$ cat config.mk
export PLATFORM = sky130hd
export DESIGN_NAME = bj_round_ctrl
export DESIGN_NICKNAME = d
export VERILOG_FILES = /design/src/rtl/bj_round_ctrl.sv
export SDC_FILE = /design/constraint.sdc
export NUM_CORES = 1
export LEC_CHECK = 0
export ABC_AREA = 1
export CAP_MARGIN = 0
export CELL_PAD_IN_SITES_DETAIL_PLACEMENT = 0
export CELL_PAD_IN_SITES_GLOBAL_PLACEMENT = 1
export CORE_MARGIN = 2
export CORE_UTILIZATION = 25
export DETAILED_ROUTE_END_ITERATION = 12
export PLACE_DENSITY_LB_ADDON = 0.1
export SKIP_CTS_REPAIR_TIMING = 1
export SYNTH_ARGS = -nofsm -noshare
export SYNTH_HDL_FRONTEND = slang
export SYNTH_SLANG_ARGS = --single-unit
$ cat constraint.sdc
create_clock -name clk -period 3 [get_ports clk]
set_clock_uncertainty 0.1 [all_clocks]
set_input_delay 0.3 -clock clk [delete_from_list [all_inputs] [get_ports clk]]
set_output_delay 0.3 -clock clk [all_outputs]
set_load 0.05 [all_outputs]
$ cat src/rtl/bj_round_ctrl.sv
// Blackjack round controller: deals P,D,P,D, runs the player and dealer turns
// against an external card source, and resolves the round into a result code.
module bj_round_ctrl #(
  parameter int DEALER_STAND = 17
) (
  input  logic       clk,
  input  logic       rst,
  input  logic       deal_pressed,
  input  logic       hit_pressed,
  input  logic       stand_pressed,
  output logic       card_req,
  input  logic       card_ack,
  input  logic [3:0] card_rank,
  output logic [5:0] player_score,
  output logic [5:0] dealer_score,
  output logic [2:0] state_out,
  output logic [1:0] result
);

  typedef enum logic [2:0] {
    IDLE    = 3'd0,
    DEAL_P  = 3'd1,
    DEAL_D  = 3'd2,
    PLAYER  = 3'd3,
    DEALER  = 3'd4,
    RESOLVE = 3'd5,
    DONE    = 3'd6
  } state_t;

  localparam logic [5:0] STAND_SCORE = 6'(DEALER_STAND);

  state_t      state_reg, state_next;
  logic [5:0]  player_score_reg, dealer_score_reg;
  logic [3:0]  player_soft_reg, dealer_soft_reg;
  logic [3:0]  player_cnt_reg, dealer_cnt_reg;
  logic        hit_pend_reg;
  logic [1:0]  result_reg, result_next;

  logic        rank_ok, is_ace, accept, to_dealer;
  logic        clear_hand, pend_set;
  logic [5:0]  card_val, base_score, sum_raw, sum_next;
  logic [3:0]  base_soft, soft_raw, soft_next;

  // Card value and the shared ace-adjusting adder for whichever hand is drawing.
  always_comb begin
    rank_ok   = (card_rank != 4'd0) && (card_rank <= 4'd13);
    is_ace    = (card_rank == 4'd1);
    card_val  = is_ace ? 6'd11 : (card_rank >= 4'd11) ? 6'd10 : {2'b00, card_rank};
    to_dealer = (state_reg == DEAL_D) || (state_reg == DEALER);
    base_score = to_dealer ? dealer_score_reg : player_score_reg;
    base_soft  = to_dealer ? dealer_soft_reg  : player_soft_reg;
    sum_raw   = base_score + card_val;
    soft_raw  = base_soft + {3'b000, is_ace};
    sum_next  = sum_raw;
    soft_next = soft_raw;
    if (sum_raw > 6'd21 && soft_raw != 4'd0) begin
      sum_next  = sum_raw - 6'd10;
      soft_next = soft_raw - 4'd1;
    end
  end

  always_comb begin
    card_req = 1'b0;
    case (state_reg)
      DEAL_P, DEAL_D: card_req = 1'b1;
      PLAYER:         card_req = hit_pend_reg;
      DEALER:         card_req = (dealer_score_reg < STAND_SCORE);
      default:        card_req = 1'b0;
    endcase
  end

  assign accept = card_req && card_ack && rank_ok;

  always_comb begin
    state_next  = state_reg;
    result_next = result_reg;
    clear_hand  = 1'b0;
    pend_set    = 1'b0;
    case (state_reg)
      IDLE, DONE: begin
        if (deal_pressed) begin
          clear_hand = 1'b1;
          state_next = DEAL_P;
        end
      end
      DEAL_P: if (accept) state_next = DEAL_D;
      DEAL_D: begin
        if (accept) state_next = (dealer_cnt_reg == 4'd1) ? PLAYER : DEAL_P;
      end
      PLAYER: begin
        // Automatic exits take priority; buttons are ignored while a hit is pending.
        if (player_score_reg > 6'd21)       state_next = RESOLVE;
        else if (player_score_reg == 6'd21) state_next = DEALER;
        else if (!hit_pend_reg) begin
          if (stand_pressed)    state_next = DEALER;
          else if (hit_pressed) pend_set   = 1'b1;
        end
      end
      DEALER: if (dealer_score_reg >= STAND_SCORE) state_next = RESOLVE;
      RESOLVE: begin
        if (player_score_reg > 6'd21)                     result_next = 2'b10;
        else if (dealer_score_reg > 6'd21)                result_next = 2'b01;
        else if (player_score_reg > dealer_score_reg)     result_next = 2'b01;
        else if (player_score_reg < dealer_score_reg)     result_next = 2'b10;
        else                                              result_next = 2'b11;
        state_next = DONE;
      end
      default: state_next = IDLE;
    endcase
  end

  always_ff @(posedge clk) begin
    if (rst) begin
      state_reg        <= IDLE;
      player_score_reg <= 6'd0;
      dealer_score_reg <= 6'd0;
      player_soft_reg  <= 4'd0;
      dealer_soft_reg  <= 4'd0;
      player_cnt_reg   <= 4'd0;
      dealer_cnt_reg   <= 4'd0;
      hit_pend_reg     <= 1'b0;
      result_reg       <= 2'b00;
    end else begin
      state_reg  <= state_next;
      result_reg <= result_next;
      if (clear_hand) begin
        player_score_reg <= 6'd0;
        dealer_score_reg <= 6'd0;
        player_soft_reg  <= 4'd0;
        dealer_soft_reg  <= 4'd0;
        player_cnt_reg   <= 4'd0;
        dealer_cnt_reg   <= 4'd0;
        hit_pend_reg     <= 1'b0;
        result_reg       <= 2'b00;
      end else if (accept) begin
        hit_pend_reg <= 1'b0;
        if (to_dealer) begin
          dealer_score_reg <= sum_next;
          dealer_soft_reg  <= soft_next;
          dealer_cnt_reg   <= dealer_cnt_reg + 4'd1;
        end else begin
          player_score_reg <= sum_next;
          player_soft_reg  <= soft_next;
          player_cnt_reg   <= player_cnt_reg + 4'd1;
        end
      end else if (pend_set) begin
        hit_pend_reg <= 1'b1;
      end
    end
  end

  assign player_score = player_score_reg;
  assign dealer_score = dealer_score_reg;
  assign state_out    = state_reg;
  assign result       = result_reg;

endmodule
==> results.ini <==
[synth]
yosys.area.top_type = dfxtp_1
avgSynthCellArea_um2 = 6.33
ys_ff_latch = 30
ys_seq_area_share_pct = 25.4
netlist_area_um2 = 2370
synth_nets = 402
synth_cell_types = 33
synth.top_cell.area_share_pct = 25.4
synth-warning-count = 0
synthTopCellsByArea = dfxtp_1 25%, nand2_1 13%, inv_1 11%
netlist_instances = 374

[routing]
drt_iter0_drc = 78
drt_wl_total_um = 7380
drc = 0
dr_wl_met3_um = 233
antenna_left = 0
top_layer_used = met4
m1WireLength_um = 3690
wl_met2_um = 3370
viasPerCell = 4.58
drt-pass1-iter-count = 4
wl_per_cell_um = 13.9
vias = 2430

[critical_path]
crit_required_ns = 3.10
crit_fanout = 7
max_stage_delay_ns = 0.37
path_delay_family = simple AND/OR/NAND/NOR gates
arrival_ns = 2.85
path_cells = nor2_2 > nand2_2 > nand2_4 > nand2_1 > o21ai_1 > ha_1 > inv_1 > fa_2 > xor2_2 > ha_2 > nor2_1 > nor2_2 > inv_1 > nand2_1 > nand2_1 > nand2_2 > nand3_1 > nand2_1 > inv_1
cp-start-kind = register
cp-end-kind = register
worst_path_most_repeated_cell = nand2_1
critPathBufInv = 3
path_class = register to register
critPathSlowestCell = dfxtp_2

[finish]
area_growth_pct = 28.0
layout-drive-gt1-share_pct = 13.1
num_antenna_cells = 0
final_nets = 447
fin_cells = 531
fill_cells = 1028

[place]
portBuffers = 27
dp_hpwl_um = 5770
place_inst = 522
gp_congestion = 0.807

[cts]
ctsRootBufferMaster = clkbuf_8
clk_latency_ns = 0.29
numCtsBuffers = 5
htree_levels = 2
clk_pin_slew_worst_paths_ns = 0.08
cts_tree = done
cts_buffer_depth = 2
cts.sinks = 30

[sta]
final-setup-viol-count = 0
hold_violations = 0
rsz0062_at_grt = yes
worst_pin_slew_ns = 0.502
timing.final.max_slew_violations = 0
fmax_mhz = 364
min_period_ns = 2.75
worst_hold_slack_ns = 0.369
fin_crit_sh_pct = 91.6
slew_headroom_pct = 66.4

[power]
p_seq_share_pct = 22.3
ir_drop_mv = 0.279
switchingPower_mw = 1.09
intPower_mw = 1.21
p_per_area_nw_per_um2 = 759
power_frac_comb_pct = 58.7
p_clk_share_pct = 19.0
p_sw_share_pct = 47.5
p_leak_nw = 1.43
total_power_mw = 2.30

[global_route]
grt.overflow.total = 0
grt_pass1_vias = 2463
grt_pass1_wl_um = 12300
grt_usage_pct = 15.5
grt_antenna_before_repair = 0
grt_max_degree = 18

[status]
outcome = finished, final reports clean

[floorplan]
rows = 35
pin_count = 28
dieArea_um2 = 10300
fp.dieH_um = 101
start_util_pct = 25.8
die_w_um = 101
core_um2 = 9200

[worst_hold_path]
hold_class = register to register

[job]
drv_cap = 0

cell usage after synthesis (all sizes together):
library cell	instances
clkbuf	2
nor3	4
clkinv	1
xnor2	1
nand2	94
nand3	52
o21ai	24
dfxtp	30
a31oi	1
inv	72
ha	17
or2	1
o221a	1
fa	1
o221ai	1
buf	3
nor2	22
o211a	1
xor2	3
nand3b	3
o21a	3
nor3b	1
a21oi	31
nand4	5
logic make-up after synthesis:
logic type      share of synthesized area [%]
simple gates                             36.2
buf+inv                                  12.8
xor+xnor                                 1.48
flops                                    25.4
fa+ha+maj                                9.83
compound gates                           14.3
worst register-to-register path, stage by stage (launching register included):
cell and delay (ns):
dfxtp_2 0.37, nor2_2 0.12, nand2_2 0.08, nand2_4 0.12, nand2_1 0.06, o21ai_1 0.11, ha_1 0.21, inv_1 0.06
fa_2 0.37, xor2_2 0.23, ha_2 0.23, nor2_1 0.06, nor2_2 0.14, inv_1 0.05, nand2_1 0.06, nand2_1 0.05
nand2_2 0.07, nand3_1 0.08, nand2_1 0.07, inv_1 0.03
routing by layer:
layer	vias up	GRT usage [%]
met5	-	0
met4	0	3.53
met3	6	2.35
met2	34	25.7
met1	1096	21.2
li1	1294	-
final timing paths:
path / from / to / slack, ns / cells after the start
hold / removal: result[0] / result[0] / 0.37 / 2
setup / recovery: state_out[0] / player_score[5] / 0.25 / 19
hold reg to reg: result[0] / result[0] / 0.37 / 2
setup reg to reg: state_out[0] / player_score[5] / 0.25 / 19
placed cells by master, fill, tap and decap left out, drive strengths merged, types with 3 or more instances in the layout:
cell type,instances
nand2,94
inv,72
nand3,52
a21oi,31
dfxtp,30
clkdlybuf4s50,27
o21ai,24
nor2,22
ha,17
buf,16
clkbuf,7
nand4,5
nor3,4
nand3b,3
o21a,3
xor2,3
final cells by class:
type                    instances  area [µm²]  share of cell area (%)
clock inverters                 1        30.0                   0.991
clock buffers                   7        86.3                    2.85
multi-input cells             266        1490                    49.1
flip-flops and latches         30         607                    20.0
well taps                     111         139                    4.58
repair buffers                 43         407                    13.4
inverters                      73         275                    9.08
per-stage QoR:
step                setup slack [ns]  util, %  instance area (µm²)  setup TNS [ns]
finish                         0.251     33.0                 3030               0
global route                 -0.0177     33.0                 3030         -0.0235
CTS                           0.0313     32.6                 3000               0
detailed placement           -0.0642     31.3                 2880          -0.114
global placement             -0.0230     31.3                 2880         -0.0306
floorplan                     0.0130        -                 2370               0
power groups by stage:
stage	combinational [mW]	sequential [mW]	clock (mW)
6_report	1.35	0.513	0.438
5_1_grt	1.52	0.525	0.467
4_1_cts	1.32	0.513	0.452
3_5_place_dp	1.31	0.522	0
3_3_place_gp	1.33	0.523	0
2_1_floorplan	0.821	0.618	0
No activity file was read; power rests on OpenSTA's default activity.
